**config.mk**
```make
export PLATFORM = sky130hd
export DESIGN_NAME = reg_writeback_flat
export DESIGN_NICKNAME = d
export VERILOG_FILES = /design/src/rtl/reg_writeback_pkg.sv /design/src/rtl/reg_writeback_if.sv /design/src/rtl/reg_writeback.sv /design/src/flat_wrapper.sv
export SDC_FILE = /design/constraint.sdc
export NUM_CORES = 1
export LEC_CHECK = 0
export ABC_AREA = 0
export CORE_ASPECT_RATIO = 0.5
export CORE_UTILIZATION = 43
export DETAILED_ROUTE_END_ITERATION = 8
export HOLD_SLACK_MARGIN = 0.06
export MAX_ROUTING_LAYER = met4
export PLACE_DENSITY = 0.82
export SYNTH_ARGS = -nofsm -noshare
export SYNTH_HDL_FRONTEND = slang
export SYNTH_SLANG_ARGS = --single-unit
```
**constraint.sdc**
```tcl
create_clock -name clock -period 2.9 [get_ports clock]
set_input_delay 0.29 -clock clock [delete_from_list [all_inputs] [get_ports clock]]
set_output_delay 0.29 -clock clock [all_outputs]
set_load 0.01 [all_outputs]
```
**src/rtl/reg_writeback_pkg.sv**
```systemverilog
// Shared pipeline definitions: write-back state encoding, default datapath widths
// and the hard-wired zero register index used by register file and forwarding.
package reg_writeback_pkg;

    localparam int WB_DATA_W     = 32;
    localparam int WB_REG_ADDR_W = 5;

    localparam logic [WB_REG_ADDR_W-1:0] WB_ZERO_REG = 5'd0;

    typedef enum logic [1:0] {
        WB_IDLE     = 2'd0,
        WB_WAIT_MEM = 2'd1
    } wb_state_e;

endpackage

```
**src/rtl/reg_writeback_if.sv**
```systemverilog
// EX/MEM, data-memory and register-file-port bundle of the write-back stage.
// master = upstream pipeline / memory side, slave = the write-back controller.
interface reg_writeback_if #(
    parameter int DATA_W     = 32,
    parameter int REG_ADDR_W = 5,
    parameter int CNT_W      = 32
);
    logic                  exmem_valid;
    logic                  exmem_reg_write;
    logic                  exmem_mem_to_reg;
    logic [REG_ADDR_W-1:0] exmem_reg_des;
    logic [DATA_W-1:0]     exmem_alu_result;
    logic                  mem_ready;
    logic [DATA_W-1:0]     mem_read_data;
    logic                  wb_stall;
    logic                  regWrite;
    logic [REG_ADDR_W-1:0] writeReg;
    logic [DATA_W-1:0]     writeData;
    logic [CNT_W-1:0]      retire_count;
    logic                  mem_error;

    modport master (
        output exmem_valid, exmem_reg_write, exmem_mem_to_reg, exmem_reg_des,
               exmem_alu_result, mem_ready, mem_read_data,
        input  wb_stall, regWrite, writeReg, writeData, retire_count, mem_error
    );

    modport slave (
        input  exmem_valid, exmem_reg_write, exmem_mem_to_reg, exmem_reg_des,
               exmem_alu_result, mem_ready, mem_read_data,
        output wb_stall, regWrite, writeReg, writeData, retire_count, mem_error
    );

endinterface

```
**src/rtl/reg_writeback.sv**
```systemverilog
// Write-back controller: commits EX/MEM results to the register file write port,
// holding the pipeline while a multi-cycle load is outstanding and aborting on timeout.
module reg_writeback
    import reg_writeback_pkg::*;
#(
    parameter int DATA_W         = WB_DATA_W,
    parameter int REG_ADDR_W     = WB_REG_ADDR_W,
    parameter int TIMEOUT_CYCLES = 16,
    parameter int CNT_W          = 32
) (
    input  logic           clock,
    input  logic           reset,
    reg_writeback_if.slave wb
);
    localparam int                    TO_W     = $clog2(TIMEOUT_CYCLES);
    localparam logic [TO_W-1:0]       TO_LAST  = TO_W'(TIMEOUT_CYCLES - 1);
    localparam logic [REG_ADDR_W-1:0] ZERO_DES = REG_ADDR_W'(WB_ZERO_REG);

    wb_state_e             state_r;
    wb_state_e             state_s;
    logic                  pend_we_r;
    logic [REG_ADDR_W-1:0] pend_des_r;
    logic [TO_W-1:0]       to_cnt_r;
    logic                  reg_write_r;
    logic [REG_ADDR_W-1:0] write_reg_r;
    logic [DATA_W-1:0]     write_data_r;
    logic [CNT_W-1:0]      retire_count_r;
    logic                  mem_error_r;

    logic                  commit_s;
    logic                  commit_we_s;
    logic [REG_ADDR_W-1:0] commit_des_s;
    logic [DATA_W-1:0]     commit_data_s;
    logic                  capture_s;
    logic                  abort_s;
    logic                  cnt_inc_s;
    logic                  stall_s;
    logic                  timeout_hit_s;

    assign timeout_hit_s = (to_cnt_r == TO_LAST);

    // State register
    always_ff @(posedge clock or posedge reset) begin
        if (reset) begin
            state_r <= WB_IDLE;
        end else begin
            state_r <= state_s;
        end
    end

    // Next-state logic: late data wins over a timeout firing in the same cycle
    always_comb begin
        state_s = state_r;
        case (state_r)
            WB_IDLE: begin
                if (wb.exmem_valid && wb.exmem_mem_to_reg && !wb.mem_ready) begin
                    state_s = WB_WAIT_MEM;
                end else begin
                    state_s = WB_IDLE;
                end
            end
            WB_WAIT_MEM: begin
                if (wb.mem_ready || timeout_hit_s) begin
                    state_s = WB_IDLE;
                end else begin
                    state_s = WB_WAIT_MEM;
                end
            end
            default: state_s = WB_IDLE;
        endcase
    end

    // Output/control decode: commit selection, pending capture, timeout and stall
    always_comb begin
        commit_s      = 1'b0;
        commit_we_s   = 1'b0;
        commit_des_s  = '0;
        commit_data_s = '0;
        capture_s     = 1'b0;
        abort_s       = 1'b0;
        cnt_inc_s     = 1'b0;
        stall_s       = 1'b0;
        case (state_r)
            WB_IDLE: begin
                if (wb.exmem_valid && (!wb.exmem_mem_to_reg || wb.mem_ready)) begin
                    commit_s      = 1'b1;
                    commit_we_s   = wb.exmem_reg_write && (wb.exmem_reg_des != ZERO_DES);
                    commit_des_s  = wb.exmem_reg_des;
                    commit_data_s = wb.exmem_mem_to_reg ? wb.mem_read_data : wb.exmem_alu_result;
                end else if (wb.exmem_valid) begin
                    capture_s = 1'b1;
                    stall_s   = 1'b1;
                end else begin
                    commit_s = 1'b0;
                end
            end
            WB_WAIT_MEM: begin
                if (wb.mem_ready) begin
                    commit_s      = 1'b1;
                    commit_we_s   = pend_we_r && (pend_des_r != ZERO_DES);
                    commit_des_s  = pend_des_r;
                    commit_data_s = wb.mem_read_data;
                end else if (timeout_hit_s) begin
                    abort_s = 1'b1;
                end else begin
                    cnt_inc_s = 1'b1;
                    stall_s   = 1'b1;
                end
            end
            default: begin
                commit_s = 1'b0;
            end
        endcase
    end

    // Pending load fields and WAIT_MEM timeout counter
    always_ff @(posedge clock or posedge reset) begin
        if (reset) begin
            pend_we_r  <= 1'b0;
            pend_des_r <= '0;
            to_cnt_r   <= '0;
        end else if (capture_s) begin
            pend_we_r  <= wb.exmem_reg_write;
            pend_des_r <= wb.exmem_reg_des;
            to_cnt_r   <= '0;
        end else if (cnt_inc_s) begin
            to_cnt_r <= to_cnt_r + TO_W'(1);
        end
    end

    // Register-file write port, retire counter and sticky timeout flag
    always_ff @(posedge clock or posedge reset) begin
        if (reset) begin
            reg_write_r    <= 1'b0;
            write_reg_r    <= '0;
            write_data_r   <= '0;
            retire_count_r <= '0;
            mem_error_r    <= 1'b0;
        end else begin
            reg_write_r <= commit_we_s;
            if (commit_s) begin
                write_reg_r    <= commit_des_s;
                write_data_r   <= commit_data_s;
                retire_count_r <= retire_count_r + CNT_W'(1);
            end
            if (abort_s) begin
                mem_error_r <= 1'b1;
            end
        end
    end

    // Stall is combinational but must vanish the moment reset is raised
    assign wb.wb_stall     = stall_s && !reset;
    assign wb.regWrite     = reg_write_r;
    assign wb.writeReg     = write_reg_r;
    assign wb.writeData    = write_data_r;
    assign wb.retire_count = retire_count_r;
    assign wb.mem_error    = mem_error_r;

endmodule

```
**src/flat_wrapper.sv**
```systemverilog
// flat-port wrapper written by rule: the top's interface ports become plain ports
module reg_writeback_flat import reg_writeback_pkg::*;
#(
    parameter int DATA_W         = WB_DATA_W,
    parameter int REG_ADDR_W     = WB_REG_ADDR_W,
    parameter int TIMEOUT_CYCLES = 16,
    parameter int CNT_W          = 32
)
  (clock, reset, wb_exmem_valid, wb_exmem_reg_write, wb_exmem_mem_to_reg, wb_exmem_reg_des, wb_exmem_alu_result, wb_mem_ready, wb_mem_read_data, wb_wb_stall, wb_regWrite, wb_writeReg, wb_writeData, wb_retire_count, wb_mem_error);
  reg_writeback_if #(.DATA_W(DATA_W), .REG_ADDR_W(REG_ADDR_W), .CNT_W(CNT_W)) wb_i ();
  input  logic clock;
  input  logic reset;
  input wire logic [$bits(wb_i.exmem_valid)-1:0] wb_exmem_valid;
  input wire logic [$bits(wb_i.exmem_reg_write)-1:0] wb_exmem_reg_write;
  input wire logic [$bits(wb_i.exmem_mem_to_reg)-1:0] wb_exmem_mem_to_reg;
  input wire logic [$bits(wb_i.exmem_reg_des)-1:0] wb_exmem_reg_des;
  input wire logic [$bits(wb_i.exmem_alu_result)-1:0] wb_exmem_alu_result;
  input wire logic [$bits(wb_i.mem_ready)-1:0] wb_mem_ready;
  input wire logic [$bits(wb_i.mem_read_data)-1:0] wb_mem_read_data;
  output wire logic [$bits(wb_i.wb_stall)-1:0] wb_wb_stall;
  output wire logic [$bits(wb_i.regWrite)-1:0] wb_regWrite;
  output wire logic [$bits(wb_i.writeReg)-1:0] wb_writeReg;
  output wire logic [$bits(wb_i.writeData)-1:0] wb_writeData;
  output wire logic [$bits(wb_i.retire_count)-1:0] wb_retire_count;
  output wire logic [$bits(wb_i.mem_error)-1:0] wb_mem_error;
  assign wb_i.exmem_valid = wb_exmem_valid;
  assign wb_i.exmem_reg_write = wb_exmem_reg_write;
  assign wb_i.exmem_mem_to_reg = wb_exmem_mem_to_reg;
  assign wb_i.exmem_reg_des = wb_exmem_reg_des;
  assign wb_i.exmem_alu_result = wb_exmem_alu_result;
  assign wb_i.mem_ready = wb_mem_ready;
  assign wb_i.mem_read_data = wb_mem_read_data;
  assign wb_wb_stall = wb_i.wb_stall;
  assign wb_regWrite = wb_i.regWrite;
  assign wb_writeReg = wb_i.writeReg;
  assign wb_writeData = wb_i.writeData;
  assign wb_retire_count = wb_i.retire_count;
  assign wb_mem_error = wb_i.mem_error;
  reg_writeback #(.DATA_W(DATA_W), .REG_ADDR_W(REG_ADDR_W), .TIMEOUT_CYCLES(TIMEOUT_CYCLES), .CNT_W(CNT_W)) u_core (.clock(clock), .reset(reset), .wb(wb_i));
endmodule
```
==> run summary, run 1 <==
In this design, the largest share of critical-path delay is due to simple AND/OR/NAND/NOR gates. The utilization after layout is 0.715. The count of nets left with antenna violations once routing finished came out at 0.

The overall power of the completed layout is 0.00348 W. The worst-case headroom to the max-slew limit is 0.498. The clock net sink count is 82.

The clock-pin slew of the registers on the worst-case setup and hold paths is around 0.060 ns. Post-CTS timing repair inserted 0 buffers for setup. Of the post-synthesis cell area, the dominant cell type holds 0.587. Dividing total power by cell area gives a power density of 640 mW/mm^2. Across every metal layer, demand over resource in global routing totals 0.242. The maximum fanout along the worst path is 8. In the final timing run, aggregate negative setup slack is 0 ns. The post-detailed-route wirelength per cell came out at about 17 um. The flow ran to the end, and the final reports show no timing, DRC or antenna violations.

The number of buffers on the longest clock path came out at 2. The sum of met2 wire segment lengths after detailed routing is just under 5000 um. The max capacitance violation total is 0. The setup skew after layout came out at 0.00456 ns. The H-tree generated during clock tree synthesis spans 3 levels. The area overhead of the layout relative to synthesis came out at 55.3%. The die covers 0.00852 sq mm. The worst hold-check path type is primary input to asynchronous set/reset pin. The HPWL reported at the end of detailed placement came out at 6580 um.

After detailed placement, the total cell area comes to ~0.0051 sq mm. Of all cell types, the one taking the most synthesized area is dfrtp_1. The worst supply voltage drop on vdd came out at roughly 0.0004 V. The count of different cell masters after synthesis came out at 37. The die is 65.8 um tall.

The number of nets in the layout came out at 525. The total count of max-transition violations in the final report came out at 0. The number of hold buffers added after CTS was 0. The root buffer cell chosen for the clock tree is clkbuf_16. Counting every net in the synthesized netlist gives 372. The pin slew with the least headroom to its limit came out at 0.753 ns. The clock reaches the later pin of the worst-skew pair after 0.34 ns.

The number of placement rows is 22. The data required time at the worst endpoint came out at ~2.6 ns. After the first detailed-routing iteration, the DRC count stood at 370. Summing every instance area after synthesis gives 0.00350 sq mm.

147 I/O pins were placed. Tracing the worst setup path back leads to its startpoint at u_core.state_r[0]. The share of the cycle needed by the critical path after routing is 0.809. Before antenna repair, the detailed router went through 6 iterations.

The internal reg-to-reg setup slack came out at 0.91 ns. Derived from the worst setup path, the maximum achievable clock frequency is 426 MHz. The critical path class is flip-flop to primary output. The port buffer count is 146. The highest layer touched by signal routing is met4.

The final count of hold timing violations is 0. The average cell area after synthesis is 11.9 sq um. The critical path buffer and inverter count is 1. For the finished layout, the period the worst path requires is about 2.3 ns.

The delay contributed by the slowest stage of the critical path is 0.53 ns. The count of instances resized after the clock tree is built came out at 0. The number of antenna violations at the first check in global routing came out at 0. The initial utilization of the core area, before any placement, comes to 0.460. In this run the static leakage power is ~2.5 nW. The core area is ~0.0076 sq mm. Setup repair after global routing left no endpoint under its margin.

The global-route wire length before repair is 14900 um. Yosys attributes the largest share of cell area to dfrtp_1, a222oi_1, xnor2_1. The number of antenna repair diodes is 0. STA classifies the critical path startpoint as a flip-flop.

The total number of yosys warnings came out at 0. The largest net degree at the start of global routing is 54. Data on the critical path arrives at its endpoint at 2.06 ns.

On the critical path, the stage with the largest delay is an instance of clkdlybuf4s50_1. After detailed routing, the met3 layer carries 347 um of wire. The post-route met1 wirelength is 3980 um. Walking the worst path, the cells encountered are nand2b_1 > nor3b_1 > nand2b_1 > and2_1 > clkdlybuf4s50_1. The routed layout has 2980 vias.

The via count of the first global-routing pass is 2985. The share of the yosys chip area belonging to registers is 0.587. Using the TritonRoute via totals, the vias-per-cell ratio works out to approximately 5.3. In the final layout, the share of cells above drive strength 1 is 0.0905. After technology mapping, the gate count stands at 295. The placer congestion estimate is 0.743. The count of endpoints failing setup in the final report is 0. After detailed routing, the total wire length is 9360 um. TritonCTS created 9 clock buffers.

The total grt overflow is 0. The floorplan step set the die width to ~130 um. The count of unresolved DRC violations after routing is 0. The worst setup path is captured at a primary output. In this run the critical register-to-register path is launched from u_core.state_r[0]. The finished layout cell area came out at around 0.0054 sq mm. The synthesized flop and latch total is 82.

Counting stages on the worst path, the most repeated cell is nand2b_1. The TritonCTS clock tree is done.
## worst register-to-register path, stage by stage, from the launching register on
cell and delay (ns):
dfrtp_1 0.45, o21bai_1 0.29, o2111ai_1 0.38, nor3_1 0.45, nand3_1 0.16, xnor2_1 0.14
## power by group
| group | internal, W | switching, W | total, W |
|---|---|---|---|
| combinational | 0.000465 | 0.000333 | 0.000798 |
| clock | 0.000771 | 0.000446 | 0.00122 |
| sequential | 0.00132 | 0.000147 | 0.00146 |
| total | 0.00255 | 0.000926 | 0.00348 |
## layout make-up
cell class                      count  area (sq um)
Multi-Input combinational cell    160          1250
Tap cell                          108           135
Clock inverter                      6          80.1
Sequential cell                    82          2050
Fill cell                         562          2170
Inverter                           41           155
Clock buffer                       10           239
Timing Repair Buffer              154          1520
## per-layer routing
| layer | GRT usage | vias to the layer above |
|---|---|---|
| li1 | - | 1381 |
| met1 | 0.292 | 1507 |
| met2 | 0.395 | 77 |
| met3 | 0.0623 | 15 |
| met4 | 0.0974 | 0 |
| met5 | - | - |
## state kept, by name (all words and copies together), names as in the netlist
| register | cells |
|---|---|
| u_core.pend_we_r | 1 |
| u_core.wb.writeReg | 5 |
| u_core.to_cnt_r | 4 |
| u_core.wb.writeData | 32 |
| u_core.pend_des_r | 5 |
| u_core.wb.regWrite | 1 |
| u_core.state_r | 1 |
| u_core.wb.retire_count | 32 |
| u_core.wb.mem_error | 1 |
## cell usage in the layout (no fill, tap or decap), types with 3 or more instances in the layout
master	instances
nand2_1	13
clkdlybuf4s50_1	146
and2_1	3
nand3_1	16
clkinv_2	5
dfrtp_1	82
mux2_2	6
o211ai_1	3
xnor2_1	24
nor2_1	10
buf_4	8
nand4_1	4
or4_1	3
xor2_1	8
inv_1	40
clkbuf_16	9
and3_1	5
a222oi_1	37
## cells in the mapped netlist
cell type / number
nand4_2: 1
nand2b_1: 2
nor3_1: 2
buf_2: 4
and4_2: 1
or3_4: 1
nor2b_2: 1
a222oi_1: 37
xor2_1: 8
clkbuf_1: 8
nor2_1: 11
and4_1: 2
mux2i_1: 1
a31o_2: 1
and2_1: 3
nor3b_1: 1
and3_1: 5
o211ai_1: 3
a21oi_1: 2
o21ai_1: 1
dfrtp_1: 82
ha_1: 2
nand4_1: 4
a21o_1: 1
or3_1: 1
xnor2_1: 24
or2_4: 1
nand3_1: 16
or4_1: 3
mux2_2: 6
nor3_4: 2
nand2_1: 13
and3b_1: 1
o2111ai_1: 1
inv_1: 41
o21bai_1: 1
o21ai_0: 1
## path summary, 6_finish.rpt
check,to,cells after the start
max,wb_wb_stall,5
min,u_core.wb.retire_count[11],3
max reg2reg,u_core.wb.retire_count[14],5
min reg2reg,u_core.wb.mem_error,1
max in group asynchronous,u_core.pend_des_r[2],3
min in group clock,u_core.wb.mem_error,1
## cells by family (layout without fill, tap and decap cells)
family / count (synthesis) / in the layout / share of synthesized area
xor+xnor: 32 / 32 / 0.0801
buf+inv: 53 / 211 / 0.0583
fa+ha+maj: 2 / 2 / 0.00715
simple gates: 71 / 71 / 0.118
mux: 7 / 7 / 0.0222
flops: 82 / 82 / 0.587
compound gates: 48 / 48 / 0.127
## metrics by stage
stage	std cells	hold WS [ns]	worst slack [ns]
after global placement	545	0.465	0.635
after CTS	561	0.388	0.529
after detailed placement	545	0.471	0.585
final	561	0.379	0.555
after global routing	561	0.423	0.360
after floorplan	295	0.415	0.253
(Power assumes the default switching activity.)
==> run 2: changes to the inputs <==
--- a/config.mk
+++ b/config.mk
@@ -7,11 +7,11 @@
 export LEC_CHECK = 0
 export ABC_AREA = 0
 export CORE_ASPECT_RATIO = 0.5
-export CORE_UTILIZATION = 43
+export CORE_UTILIZATION = 38
 export DETAILED_ROUTE_END_ITERATION = 8
 export HOLD_SLACK_MARGIN = 0.06
 export MAX_ROUTING_LAYER = met4
-export PLACE_DENSITY = 0.82
+export PLACE_DENSITY = 0.77
 export SYNTH_ARGS = -nofsm -noshare
 export SYNTH_HDL_FRONTEND = slang
 export SYNTH_SLANG_ARGS = --single-unit
==> constraint.sdc (replaced) <==
create_clock -name clock -period 1.99 [get_ports clock]
set_input_delay 0.199 -clock clock [delete_from_list [all_inputs] [get_ports clock]]
set_output_delay 0.199 -clock clock [all_outputs]
set_load 0.01 [all_outputs]
==> run 2 against run 1 <==
Final cell count is 3.6% higher. Clock-buffer cell count is 1 lower. Power is 44% higher. Largest power group unchanged. Clock skew is 0.00051 ns higher. Wire length is 0.76% higher. Setup slack worse by 0.45 ns.
==> run summary, run 2 (synthesis results as in run 1) <==
The number of antenna repair diodes came out at 0 (unchanged). The largest net degree at the start of global routing came out at 83 (+54%). The number of antenna violations at the first check in global routing was 0 (unchanged). The I/O pin count was 147 (unchanged). The number of DRC violations after detailed-routing iteration 0 came out at 288 (-22%). The critical path goes through nand2b_1 > nor3b_1 > nand2b_1 > and2_1 > dlygate4sd2_1.

The number of placement rows is 24 (+9.1%). The library cells used most frequently in the layout, excluding fill and tap cells, are clkdlybuf4s50_1, dfrtp_1, inv_1. The clock latency on the worst-skew pair is 0.34 ns (about the same). The maximum fanout along the worst path came out at 3 (-5). The count of endpoints failing setup in the final report was 0 (unchanged). The overall routed net length is 9430 um (+0.76%). The core area is 0.00883 sq mm (+16%).

The most numerous cell type found on the critical path is nand2b_1. The worst supply voltage drop on vdd is 0.000525 V (+32%). The critical path class is flip-flop to primary output.

The area overhead of the layout relative to synthesis came out at 59.0%. The worst setup path is captured at a primary output. TritonCTS built the clock tree. The delay contributed by the slowest stage of the critical path came to 0.40 ns (-0.13 ns). The tree is rooted in a clkbuf_16.

The utilization after layout was 0.630 (-0.0850). The final count of hold timing violations was 0 (unchanged). The number of detailed-route iterations in the first pass came out at 6 (unchanged). The die extent in x is 138 um (+6.3%). The number of buffers inserted during clock tree synthesis came out at 9 (unchanged). The worst hold slack is 0.356 ns (-0.0226 ns). The HPWL reported at the end of detailed placement is 6500 um (-1.3%). The clock-pin slew of the registers on the worst-case setup and hold paths came out at 0.06 ns (about the same). The number of nets in the layout is 536 (+2.1%). The power per cell area is 899 mW/mm^2 (+40%).

Of the available clock period, the critical path in the final layout requires 0.949. The port buffer count was 146 (unchanged). The overall via count from detail_route came out at 3003 (+0.77%). The global-route met3 utilization came out at 0.0541 (-0.00820). The clock net sink count is 82 (unchanged). Setup repair after global routing left no endpoint under its margin. The antenna violation net count after detailed routing came to 0 (unchanged). The total grt overflow is 0 (unchanged). met2 is the most crowded layer. In this run the worst hold path is classified as primary input to asynchronous set/reset pin.

The total number of H-tree levels came to 3 (unchanged). For this run, the top clock speed supported by timing is 530 MHz. The total track usage came out at 0.214 (-0.0285). The hold-fix buffer count after cts is 0 (unchanged). The global-route wire length before repair is 15000 um (+0.98%). The slowest stage of the critical path is the dfrtp_1 cell. The library cell used most frequently in the layout, excluding fill and tap cells, is clkdlybuf4s50_1. The max capacitance violation total is 0 (unchanged). The detailed-route vias per instance came out at 5.17 (-2.7%).

The worst-case headroom to the max-slew limit came out at 0.710 (+0.212). The setup slack after placement is -0.0837 ns (-0.669 ns). The worst setup path is launched from a flip-flop. The number of cell instances on the worst register-to-register path came out at 5 (unchanged).

The total count of max-transition violations in the final report is 0 (unchanged). The overall power of the completed layout came out at 0.00500 W (+44%). The die footprint came out at 0.00962 sq mm (+13%). The setup slack after layout is 0.102 ns (-0.452 ns).

The count of unresolved DRC violations after routing came to 0 (unchanged). The number of buffers on the longest clock path is 2 (unchanged). The placer congestion estimate is 0.782 (+5.2%). The flow ran to the end, and the final reports show no timing, DRC or antenna violations. The final-layout fill cell count came out at 738 (+31%). The via count of the first global-routing pass came to 2890 (-3.2%). The fraction of final layout cells sized beyond drive strength 1 is 0.116 (+0.0259). The chip height is 69.8 um (+6.2%). The met2 global-route usage is 0.334 (-0.0612). The effective utilization at floorplan came out at 0.396 (-0.0642). The data arrival time of the critical path came out at 1.69 ns (-0.37 ns). The met1 capacity usage during global routing is 0.272 (-0.0200).

The pin slew with the least headroom to its limit is 0.436 ns (-0.318 ns). The static power due to leakage is 2.56 nW (+2.1%). The data required time at the worst endpoint was 1.79 ns (-0.82 ns). The setup skew after layout is 0.00507 ns (+0.000515 ns).

The clock period minus worst slack is 1.89 ns. The post-detailed-route wirelength per cell is 16.2 um (-2.7%).
==> run 2: cell types whose count changed in the layout (fill, tap and decap cells not counted), moves of 2 or more <==
cell,previous run,this run
buf_12,0,4
buf_4,8,15
clkinv_2,5,3
clkinv_4,0,2
clkinvlp_4,0,2
==> run 2: metrics by stage <==
stage | TNS [ns] | area (sq um) | std cells
finish | 0 | 5560 | 581
global route | 0 | 5560 | 581
CTS | 0 | 5550 | 580
detailed placement | -0.268 | 5250 | 564
floorplan | 0 | 3500 | 295
global placement | -0.119 | 5250 | 564
==> run 2: final timing paths <==
path,from,end,slack (ns)
max,u_core.state_r[0],wb_wb_stall,0.10
min,reset,u_core.wb.mem_error,0.36
max reg2reg,u_core.wb.retire_count[5],u_core.wb.retire_count[27],0.21
min reg2reg,u_core.wb.retire_count[29],u_core.wb.retire_count[29],0.49
max in group asynchronous,reset,u_core.wb.writeData[17],1.31
min in group clock,wb_exmem_alu_result[0],u_core.wb.writeData[0],0.45
==> run 2: what timing repair did <==
item	in CTS	in global routing
buffers inserted	0	1
gates resized for setup	1	2
endpoints found under the setup margin	1	2
pin swaps	0	0
gates cloned	0	0
==> run 2: layout make-up <==
type / count / area [sq um] / share of cell area
Tap cell: 117 / 146 / 0.0263
Sequential cell: 82 / 2050 / 0.369
Multi-Input combinational cell: 160 / 1260 / 0.226
Clock inverter: 7 / 70.1 / 0.0126
Clock buffer: 9 / 225 / 0.0405
Timing Repair Buffer: 165 / 1650 / 0.297
Inverter: 41 / 158 / 0.0283
==> run 2: critical path: cells and delay by family (launching register included) <==
family | cells | cell delay [ns]
buffers and inverters | 1 | 0.27
flip-flops | 1 | 0.40
AND/OR/NAND/NOR | 4 | 0.67
==> run 2: report_power, final <==
part / total (W) / switching, W / internal, W
combinational: 0.00126 / 0.000521 / 0.000735
clock: 0.00164 / 0.000673 / 0.000968
sequential: 0.00210 / 0.000182 / 0.00192
total: 0.00500 / 0.00138 / 0.00362
==> run 2: metal layers <==
metal | routed length [um] | up-vias | share of wire
met2 | 4810 | 90 | 0.51
met1 | 4110 | 1493 | 0.44
met3 | 355 | 16 | 0.038
met4 | 155 | 0 | 0.016
met5 | 0 | - | 0
li1 | - | 1404 | -
